$ cat config.mk
export PLATFORM = sky130hd
export DESIGN_NAME = regbank_dump_reader
export DESIGN_NICKNAME = d
export VERILOG_FILES = /design/src/rtl/regbank_dump_reader_pkg.sv /design/src/rtl/regbank_dump_reader_serializer.sv /design/src/rtl/regbank_dump_reader.sv
export SDC_FILE = /design/constraint.sdc
export NUM_CORES = 1
export LEC_CHECK = 0
export CORE_MARGIN = 8
export CORE_UTILIZATION = 36
export CTS_BUF_LIST = sky130_fd_sc_hd__clkbuf_8
export CTS_CLUSTER_SIZE = 20
export DETAILED_ROUTE_END_ITERATION = 8
export DONT_BUFFER_PORTS = 1
export PLACE_DENSITY = 0.52
export SKIP_CTS_REPAIR_TIMING = 1
export SYNTH_ARGS = -nofsm -noshare
export SYNTH_HDL_FRONTEND = slang
export SYNTH_SLANG_ARGS = --single-unit
$ cat constraint.sdc
create_clock -name clock -period 2.5 [get_ports clock]
set_input_delay 0.75 -clock clock [delete_from_list [all_inputs] [get_ports clock]]
set_output_delay 0.75 -clock clock [all_outputs]
set_load 0.1 [all_outputs]
$ cat src/rtl/regbank_dump_reader_pkg.sv
// Shared debug-unit definitions for the register bank dump reader:
// FSM state encoding and word/byte geometry helpers.
package regbank_dump_reader_pkg;

  localparam int DUMP_DATA_W    = 32;
  localparam int BYTES_PER_WORD = DUMP_DATA_W / 8;

  typedef enum logic [2:0] {
    ST_IDLE  = 3'd0,
    ST_ISSUE = 3'd1,
    ST_WAIT  = 3'd2,
    ST_SEND  = 3'd3,
    ST_DONE  = 3'd4
  } dump_state_t;

  function automatic int bytes_per_word(input int data_w);
    return data_w / 8;
  endfunction

  // Byte counter width, never narrower than one bit.
  function automatic int byte_cnt_width(input int bytes);
    return (bytes > 1) ? $clog2(bytes) : 1;
  endfunction

endpackage

$ cat src/rtl/regbank_dump_reader_serializer.sv
// Holds one captured register word and presents it byte by byte on a
// valid/ready stream; the byte order is fixed by MSB_FIRST.
module word_byte_serializer
  import regbank_dump_reader_pkg::*;
#(
  parameter int DATA_W    = DUMP_DATA_W,
  parameter int MSB_FIRST = 1
) (
  input  logic              clock,
  input  logic              reset,
  input  logic              load,
  input  logic [DATA_W-1:0] word,
  input  logic              active,
  input  logic              tx_ready,
  output logic [7:0]        tx_data,
  output logic              tx_valid,
  output logic              accept,
  output logic              last_byte
);

  localparam int BPW = bytes_per_word(DATA_W);
  localparam int CW  = byte_cnt_width(BPW);

  logic [DATA_W-1:0] word_reg;
  logic [CW-1:0]     byte_cnt_reg;
  logic [CW-1:0]     byte_cnt_next;
  logic [7:0]        lanes [BPW];

  // lanes[] is ordered by transmission slot, not by bit position.
  generate
    for (genvar gi = 0; gi < BPW; gi++) begin : g_lane
      localparam int LANE = (MSB_FIRST != 0) ? (BPW - 1 - gi) : gi;
      assign lanes[gi] = word_reg[LANE*8 +: 8];
    end
  endgenerate

  assign tx_valid  = active;
  assign tx_data   = active ? lanes[byte_cnt_reg] : 8'h00;
  assign accept    = active & tx_ready;
  assign last_byte = (byte_cnt_reg == CW'(BPW - 1));

  always_comb begin
    byte_cnt_next = byte_cnt_reg;
    if (load) begin
      byte_cnt_next = '0;
    end else if (accept) begin
      byte_cnt_next = last_byte ? '0 : byte_cnt_reg + CW'(1);
    end
  end

  always_ff @(posedge clock or posedge reset) begin
    if (reset) begin
      word_reg     <= '0;
      byte_cnt_reg <= '0;
    end else begin
      if (load) begin
        word_reg <= word;
      end
      byte_cnt_reg <= byte_cnt_next;
    end
  end

endmodule

$ cat src/rtl/regbank_dump_reader.sv
// Walks the register bank through one read port and streams every word
// out as bytes to the debug UART, holding the pipeline halted meanwhile.
module regbank_dump_reader
  import regbank_dump_reader_pkg::*;
#(
  parameter int NUM_REGS  = 32,
  parameter int ADDR_W    = 5,
  parameter int DATA_W    = DUMP_DATA_W,
  parameter int MSB_FIRST = 1
) (
  input  logic              clock,
  input  logic              reset,
  input  logic              start,
  input  logic              abort,
  output logic [ADDR_W-1:0] rb_addr,
  input  logic [DATA_W-1:0] rb_data,
  output logic              halt_req,
  output logic [7:0]        tx_data,
  output logic              tx_valid,
  input  logic              tx_ready,
  output logic              busy,
  output logic              done
);

  localparam logic [ADDR_W-1:0] LAST_IDX = ADDR_W'(NUM_REGS - 1);

  dump_state_t       state_reg;
  dump_state_t       state_next;
  logic [ADDR_W-1:0] idx_reg;
  logic [ADDR_W-1:0] idx_next;
  logic              byte_accept;
  logic              last_byte;

  word_byte_serializer #(
    .DATA_W    (DATA_W),
    .MSB_FIRST (MSB_FIRST)
  ) u_serializer (
    .clock     (clock),
    .reset     (reset),
    .load      (state_reg == ST_WAIT),
    .word      (rb_data),
    .active    (state_reg == ST_SEND),
    .tx_ready  (tx_ready),
    .tx_data   (tx_data),
    .tx_valid  (tx_valid),
    .accept    (byte_accept),
    .last_byte (last_byte)
  );

  always_comb begin
    state_next = state_reg;
    idx_next   = idx_reg;
    case (state_reg)
      ST_IDLE: begin
        if (start) begin
          state_next = ST_ISSUE;
          idx_next   = '0;
        end
      end
      ST_ISSUE: state_next = ST_WAIT;
      ST_WAIT:  state_next = ST_SEND;
      ST_SEND: begin
        if (byte_accept && last_byte) begin
          if (idx_reg == LAST_IDX) begin
            state_next = ST_DONE;
          end else begin
            idx_next   = idx_reg + ADDR_W'(1);
            state_next = ST_ISSUE;
          end
        end
      end
      ST_DONE:  state_next = ST_IDLE;
      default:  state_next = ST_IDLE;
    endcase
    // Abort overrides everything, including a start seen in IDLE.
    if (abort) begin
      state_next = ST_IDLE;
    end
  end

  always_ff @(posedge clock or posedge reset) begin
    if (reset) begin
      state_reg <= ST_IDLE;
      idx_reg   <= '0;
    end else begin
      state_reg <= state_next;
      idx_reg   <= idx_next;
    end
  end

  assign rb_addr  = (state_reg == ST_IDLE) ? '0 : idx_reg;
  assign halt_req = (state_reg != ST_IDLE);
  assign busy     = halt_req;
  assign done     = (state_reg == ST_DONE);

endmodule

Word-level counts from Yosys, hierarchy flattened
Cells that the tools add are included.
{"block": "word_totals", "latchBits": 0, "mem_bits_ro": 0, "out_inout_bits": 17, "n_memories": 0, "ram_bits": 0, "elab_cells": 44, "in_bits": 37, "register_bits": 42}
{"block": "classes", "shifts": 0, "div": 0, "multipliers": 0, "bitwise": 2, "eq_ne": 11, "addsub": 2, "n_mux": 17, "n_lt_le_gt_ge": 1, "n_reduce_logical": 7}
{"cell": "8-bit 2-to-1 mux", "n": 3}
{"cell": "5-bit 2-to-1 mux", "n": 4}
{"cell": "8-bit binary-select mux with 2-bit select", "n": 1}
{"cell": "3-bit 2-to-1 mux", "n": 4}
{"cell": "3-bit case mux with 4 select lines", "n": 1}
{"cell": "5-bit case mux with 2 select lines", "n": 1}
{"cell": "3-bit by 2-bit equality test with 1-bit output (second input constant)", "n": 2}
{"cell": "2-bit 2-to-1 mux", "n": 3}
{"cell": "2-bit != test (second input constant)", "n": 3}
{"cell": "3-bit != test (second input constant)", "n": 2}
{"cell": "5-bit by 1-bit adder with 5-bit output (second input constant)", "n": 1}
{"cell": "5-bit equality test (second input constant)", "n": 1}
{"cell": "4-bit AND reduction", "n": 1}
{"cell": "2-bit nonzero test", "n": 2}
{"cell": "3-bit by 1-bit equality test with 1-bit output (second input constant)", "n": 1}
{"cell": "3-bit equality test (second input constant)", "n": 1}
{"cell": "3-bit greater-or-equal comparator (second input constant)", "n": 1}
{"cell": "3-bit logical NOT", "n": 1}
{"cell": "2-bit inverter with 3-bit output", "n": 1}
{"cell": "3-bit nonzero test", "n": 1}
{"cell": "2-bit by 1-bit adder with 2-bit output (second input constant)", "n": 1}
{"cell": "2-bit equality test (second input constant)", "n": 1}
{"cell": "2-bit AND reduction", "n": 1}
{"cell": "1-bit bitwise AND", "n": 1}
{"cell": "1-bit logical AND", "n": 1}

Longest topological paths before layout
Gate-level depths: netlist of run 1.
{"block": "logic_depth", "depth_word": 6, "ltp_mapped": 6, "depth_no_buf": 6}

Hierarchy
A second synthesis of run 1 with hierarchy kept.
{"block": "unflattened", "cells_unflattened": 162, "hier_area_um2": 2169.6}
{"module": "word_byte_serializer", "instances": 1, "area_each_um2": 1692.9, "cells_per_inst": 109, "seq_area_each_um2": 850.8}
{"module": "regbank_dump_reader", "instances": 1, "area_each_um2": 476.7, "cells_per_inst": 53, "seq_area_each_um2": 200.2}

Worst setup path after synthesis of run 1
No wires, ideal clock.
{"block": "synth_timing", "path_kind": "register to output", "startpoint": "register state_reg[2]", "endpoint": "output port tx_data[0]", "t_required_ns": 1.750, "setup_slack_ns": -0.339, "arrival_ns": 2.089, "path_stages_with_launch": 5, "n_path_buf": 2, "path_cell_list": "dfrtp_1 and3b_1 buf_6 buf_2 and2_1"}
{"block": "synth_between", "elab_chain_cells": 2}
{"element": "from (decl)", "line": "regbank_dump_reader.sv:27", "text": "dump_state_t state_reg;"}
{"element": "from (signal assigned)", "line": "regbank_dump_reader.sv:86", "text": "state_reg <= state_next;"}
{"element": "3-bit by 2-bit equality test with 1-bit output", "line": "regbank_dump_reader.sv:42", "text": ".active (state_reg == ST_SEND),"}
{"element": "named net tx_valid", "line": "regbank_dump_reader.sv:19", "text": "output logic tx_valid,"}
{"element": "8-bit 2-to-1 mux", "line": "regbank_dump_reader_serializer.sv:38", "text": "assign tx_data = active ? lanes[byte_cnt_reg] : 8'h00;"}
{"element": "to (decl)", "line": "regbank_dump_reader.sv:18", "text": "output logic [7:0] tx_data,"}
The timed path passes the listed nets, and every way through them passes these cells.

Worst setup path after layout of run 1
{"block": "layout_timing", "startpoint": "register state_reg[2]", "endpoint": "output port tx_data[0]"}
{"block": "layout_between", "elab_chain_cells": 2}
{"element": "3-bit by 2-bit equality test with 1-bit output", "line": "regbank_dump_reader.sv:42"}
{"element": "8-bit 2-to-1 mux", "line": "regbank_dump_reader_serializer.sv:38"}
Every way passes these cells.

==> results.cfg, run 1 <==
[setup_path]
crit_arrival_ns = 1.66
crit_type = reg -> out
rr_worst_depth = 6
timing.rr.start = idx_reg[0]
startpoint = state_reg[2]
endpoint = tx_data[0]
regToRegSetupSlack_ns = 0.72
crit_required_ns = 1.75
r2r-end = idx_reg[4]
path_max_fanout = 18
cp-start-kind = flip-flop
end_kind = output pin

[global_routing]
grt_first_pass_wirelength_um = 6890
met1_usage = 0.119
antenna_found_initial = 0
grt_max_degree = 35
track_usage = 0.104
use_met3 = 0.0428
grt_pass1_vias = 1331
grt_overflow_total = 0
grt.busiest_layer = met2
grtUsageMet2 = 0.173

[route]
routed_wl_um = 4170
first_pass_iters = 4
drtIter0Drc = 31
via_per_inst = 5.12
postRouteAntennaNets = 0
wl_per_cell_um = 17.8
num_vias = 1199
drc = 0

[cts]
cts_root_buf = clkbuf_8
cts_made_buffers = 5
htreeDepth = 2
cts_max_path_buffers = 2
cts_tree = yes
clkLatencyLatePin_ns = 0.28
cts_sinks = 42
clkTransAtPathRegs_ns = 0.07

[placement]
dpl.hpwl_um = 3210
place.gp.congestion = 0.778
dpl_cell_area_um2 = 2270
portBuffers = 0
place_ws_ns = 0.309

[power_and_ir_drop]
peakVddDrop_v = 0.000275
p_seq_frac = 0.500
clkPwrFrac = 0.270
leakage_nw = 1.02
swShare = 0.262
power.internal_mw = 1.37
powerDensity_nw_per_um2 = 779
power.switching_mw = 0.486
comb_power_share = 0.230
total_power_mw = 1.86

[sta]
holdWs_ns = 0.283
slew_viol_final = 0
tightest_slew_ns = 0.427
post-route-period-util = 0.962
rsz0062_at_grt = false
fin_ws_ns = 0.0941
fin_tns_setup_ns = 0
fmax_mhz = 416
finalHoldViolCount = 0
final-setup-viol-count = 0
slew_headroom = 0.715
clock_skew_ns = 0.00364
period_minus_slack_ns = 2.41

[layout]
final_area_um2 = 2380
syn_to_final_growth_pct = 17.0
drive_gt1_frac = 0.481
antenna_cells = 0
largest_reg_flops = 32
nNetsFinal = 201

[yosys]
synth_cell_types = 29
ys_ff_latch = 42
syn_area_per_cell_um2 = 13.9
syn_nets = 186
seq_area_frac_synth = 0.517
syn_inst = 146
syn_area_um2 = 2030
synth_warnings = 0

[floorplan]
coreArea_um2 = 5470
fp.dieW_um = 91.2
start_util = 0.372
ios = 54
core.rowCount = 27
die_y_um = 91.2
dieArea_um2 = 8310

[worst_hold_path]
min_path_type = in -> async

[run]
max_cap_violations = 0

[run_status]
outcome = finished clean
-- cells by family (layout without fill, tap and decap cells) --
| group | Yosys count | after routing | share of synthesized area |
|---|---|---|---|
| multiplexers | 42 | 42 | 0.276 |
| flip-flops | 42 | 42 | 0.517 |
| AND/OR/NAND/NOR | 37 | 37 | 0.115 |
| buffers and inverters | 13 | 29 | 0.0424 |
| AO/OA/AOI/OAI | 9 | 9 | 0.0320 |
| adder cells (fa/ha/maj) | 3 | 3 | 0.0185 |
-- worst min-delay path by stage --
stage	from	to	slack [ns]	depth (start not counted)
2_1_floorplan	u_serializer.lanes[15]	u_serializer.lanes[15]	0.45	1
3_3_place_gp	u_serializer.lanes[15]	u_serializer.lanes[15]	0.47	1
3_5_place_dp	u_serializer.lanes[15]	u_serializer.lanes[15]	0.47	1
4_1_cts	reset	u_serializer.lanes[8]	0.28	1
5_1_grt	reset	u_serializer.byte_cnt_reg[1]	0.29	1
6_report	reset	u_serializer.lanes[8]	0.28	1
-- cells in the final DEF (no fill, tap or decap), types with 2 or more instances in the layout --
master / n
a31oi_1: 4
nand3b_1: 2
o21ai_0: 2
nand3_1: 3
inv_1: 5
ha_1: 3
nor2_1: 2
nor2_2: 3
and3_1: 3
mux2i_1: 2
nand2_1: 4
mux4_2: 8
or2b_1: 2
and2_4: 6
and2b_1: 2
and2_2: 2
mux2_2: 31
buf_4: 10
buf_12: 5
clkbuf_8: 5
dfrtp_2: 2
dfrtp_1: 40
-- layout make-up --
| type | instances | area [µm²] |
|---|---|---|
| repair buffers | 16 | 186 |
| multi-input cells | 91 | 926 |
| clock inverters | 3 | 37.5 |
| fillers | 521 | 3090 |
| well taps | 72 | 90.1 |
| clock buffers | 5 | 68.8 |
| flip-flops and latches | 42 | 1050 |
| inverters | 5 | 18.8 |
-- layer usage --
metal / part of all wire / up-vias
li1: - / 559
met1: 0.43 / 604
met2: 0.49 / 32
met3: 0.068 / 4
met4: 0.0086 / 0
met5: 0 / -
-- cells in the mapped netlist --
master	number	share of area
and4_1	1	0.0043
or2b_1	2	0.0074
and3_1	3	0.0092
buf_2	3	0.0074
nand3_1	3	0.0074
nor3b_4	1	0.0092
nand4b_1	1	0.0043
a21oi_1	1	0.0025
a31oi_1	4	0.012
and2b_1	2	0.0074
inv_1	5	0.0092
ha_1	3	0.018
buf_6	4	0.022
nor4_1	1	0.0031
and3b_1	2	0.0086
o31ai_1	1	0.0037
nor2_1	5	0.0092
nor3_1	1	0.0025
o21ai_0	2	0.0049
nand3b_1	2	0.0074
mux2i_1	2	0.0098
dfrtp_1	42	0.52
mux2_2	31	0.17
and2_1	9	0.028
mux4_2	8	0.089
buf_4	1	0.0037
a22o_4	1	0.0086
nand2_1	4	0.0074
mux2_1	1	0.0055
-- critical path: stages (launching register included) --
cell and delay, ns:
dfrtp_1 0.47, and3b_4 0.50, and2_2 0.23, buf_12 0.17
-- through the flow --
| step | utilization | instances |
|---|---|---|
| after floorplan | - | 146 |
| after global placement | 0.414 | 226 |
| after detailed placement | 0.414 | 226 |
| after CTS | 0.433 | 234 |
| after global routing | 0.435 | 234 |
| final | 0.435 | 234 |
-- power by group through the flow --
stage	clock network (mW)	registers, mW	logic (mW)
finish	0.502	0.927	0.427
global route	0.557	0.952	0.459
CTS	0.523	0.928	0.434
detailed placement	0	0.943	0.434
global placement	0	0.933	0.420
floorplan	0	0.905	0.381
Power figures use the tool's default switching activity.
==> inputs of run 2 (changes only) <==
--- a/config.mk
+++ b/config.mk
@@ -6,12 +6,13 @@
 export NUM_CORES = 1
 export LEC_CHECK = 0
 export CORE_MARGIN = 8
-export CORE_UTILIZATION = 36
+export CORE_UTILIZATION = 32
 export CTS_BUF_LIST = sky130_fd_sc_hd__clkbuf_8
 export CTS_CLUSTER_SIZE = 20
 export DETAILED_ROUTE_END_ITERATION = 8
 export DONT_BUFFER_PORTS = 1
-export PLACE_DENSITY = 0.52
+export MAX_ROUTING_LAYER = met4
+export PLACE_DENSITY = 0.48
 export SKIP_CTS_REPAIR_TIMING = 1
 export SYNTH_ARGS = -nofsm -noshare
 export SYNTH_HDL_FRONTEND = slang
==> results.cfg, run 2 (synthesis gave the netlist of run 1 again) <==
[run_status]
outcome = finished clean

[global_routing]
grt_overflow_total = 0
antenna_found_initial = 0
grt_first_pass_wirelength_um = 7040
grt_pass1_vias = 1298
grt_max_degree = 35
track_usage = 0.106

[setup_path]
rr_worst_depth = 6
crit_required_ns = 1.75
endpoint = tx_data[0]
end_kind = output pin
regToRegSetupSlack_ns = 0.70
r2r-end = idx_reg[4]
cp-start-kind = flip-flop
path_max_fanout = 6
crit_arrival_ns = 1.70
timing.rr.start = idx_reg[0]
startpoint = u_serializer.byte_cnt_reg[1]
crit_type = reg -> out

[layout]
nNetsFinal = 204
final_common_cell = dfrtp_1
mostFrequentLayoutCells = dfrtp_1 (41), mux2_2 (31), buf_12 (10)
largest_reg_flops = 32
syn_to_final_growth_pct = 21.8
antenna_cells = 0
drive_gt1_frac = 0.491

[sta]
fmax_mhz = 408
holdWs_ns = 0.380
tightest_slew_ns = 0.767
slew_viol_final = 0
clock_skew_ns = 0.00683
final-setup-viol-count = 0
period_minus_slack_ns = 2.45
fin_tns_setup_ns = 0
finalHoldViolCount = 0
slew_headroom = 0.485
rsz0062_at_grt = true
post-route-period-util = 0.980

[floorplan]
ios = 54
core.rowCount = 29
coreArea_um2 = 6240
die_y_um = 95.7
fp.dieW_um = 95.7
start_util = 0.326
dieArea_um2 = 9170

[cts]
cts_sinks = 42
clkTransAtPathRegs_ns = 0.08
cts_made_buffers = 5
cts_tree = yes
cts_root_buf = clkbuf_8
cts_max_path_buffers = 2
htreeDepth = 2
clkLatencyLatePin_ns = 0.29

[route]
via_per_inst = 5.01
drc = 0
routed_wl_um = 4310
drtIter0Drc = 57
first_pass_iters = 4
num_vias = 1213
wl_per_cell_um = 17.8
postRouteAntennaNets = 0

[placement]
dpl.hpwl_um = 3370
portBuffers = 0
place.gp.congestion = 0.696

[worst_hold_path]
min_path_type = in -> async

[run]
max_cap_violations = 0

[power_and_ir_drop]
powerDensity_nw_per_um2 = 759
peakVddDrop_v = 0.000421
leakage_nw = 1.04
==> run 2: area by class of cell <==
cell class | count | area [µm²]
clock buffers | 5 | 68.8
inverters | 5 | 18.8
repair buffers | 19 | 275
flip-flops and latches | 42 | 1050
fillers | 597 | 3760
clock inverters | 3 | 41.3
well taps | 77 | 96.3
multi-input cells | 91 | 926
==> run 2: worst min path at each step <==
stage,from,endpoint,slack [ns]
floorplan,u_serializer.lanes[15],u_serializer.lanes[15],0.45
global placement,u_serializer.lanes[15],u_serializer.lanes[15],0.47
detailed placement,u_serializer.lanes[15],u_serializer.lanes[15],0.47
CTS,reset,idx_reg[2],0.40
global route,reset,idx_reg[2],0.41
finish,reset,idx_reg[1],0.38
==> run 2: routing by layer <==
metal  routed length, µm  track usage
met5                   0            -
met1                1740        0.118
met2                2190        0.171
met4                  62       0.0346
met3                 316       0.0421
==> run 2: report_power, final <==
part	switching, mW	internal [mW]	total, mW
Sequential	0.0886	0.840	0.929
Combinational	0.190	0.244	0.434
Clock	0.226	0.294	0.519
Total	0.504	1.38	1.88
==> run 2: critical path, cell delays in order (launching register included) <==
cell and delay [ns]:
dfrtp_2 0.49, mux4_2 0.53, and2_2 0.22, buf_12 0.16
==> run 2: stage by stage <==
stage          total power [mW]   util  std cells  cell area [µm²]  setup WS (ns)
6_report                   1.88  0.397        242             2480         0.0490
5_1_grt                    1.99  0.397        242             2480       -0.00904
4_1_cts                    1.91  0.394        241             2460         -0.188
3_5_place_dp               1.39  0.377        233             2350          0.150
3_3_place_gp               1.36  0.377        233             2350          0.150
2_1_floorplan              1.29      -        146             2050         -0.105
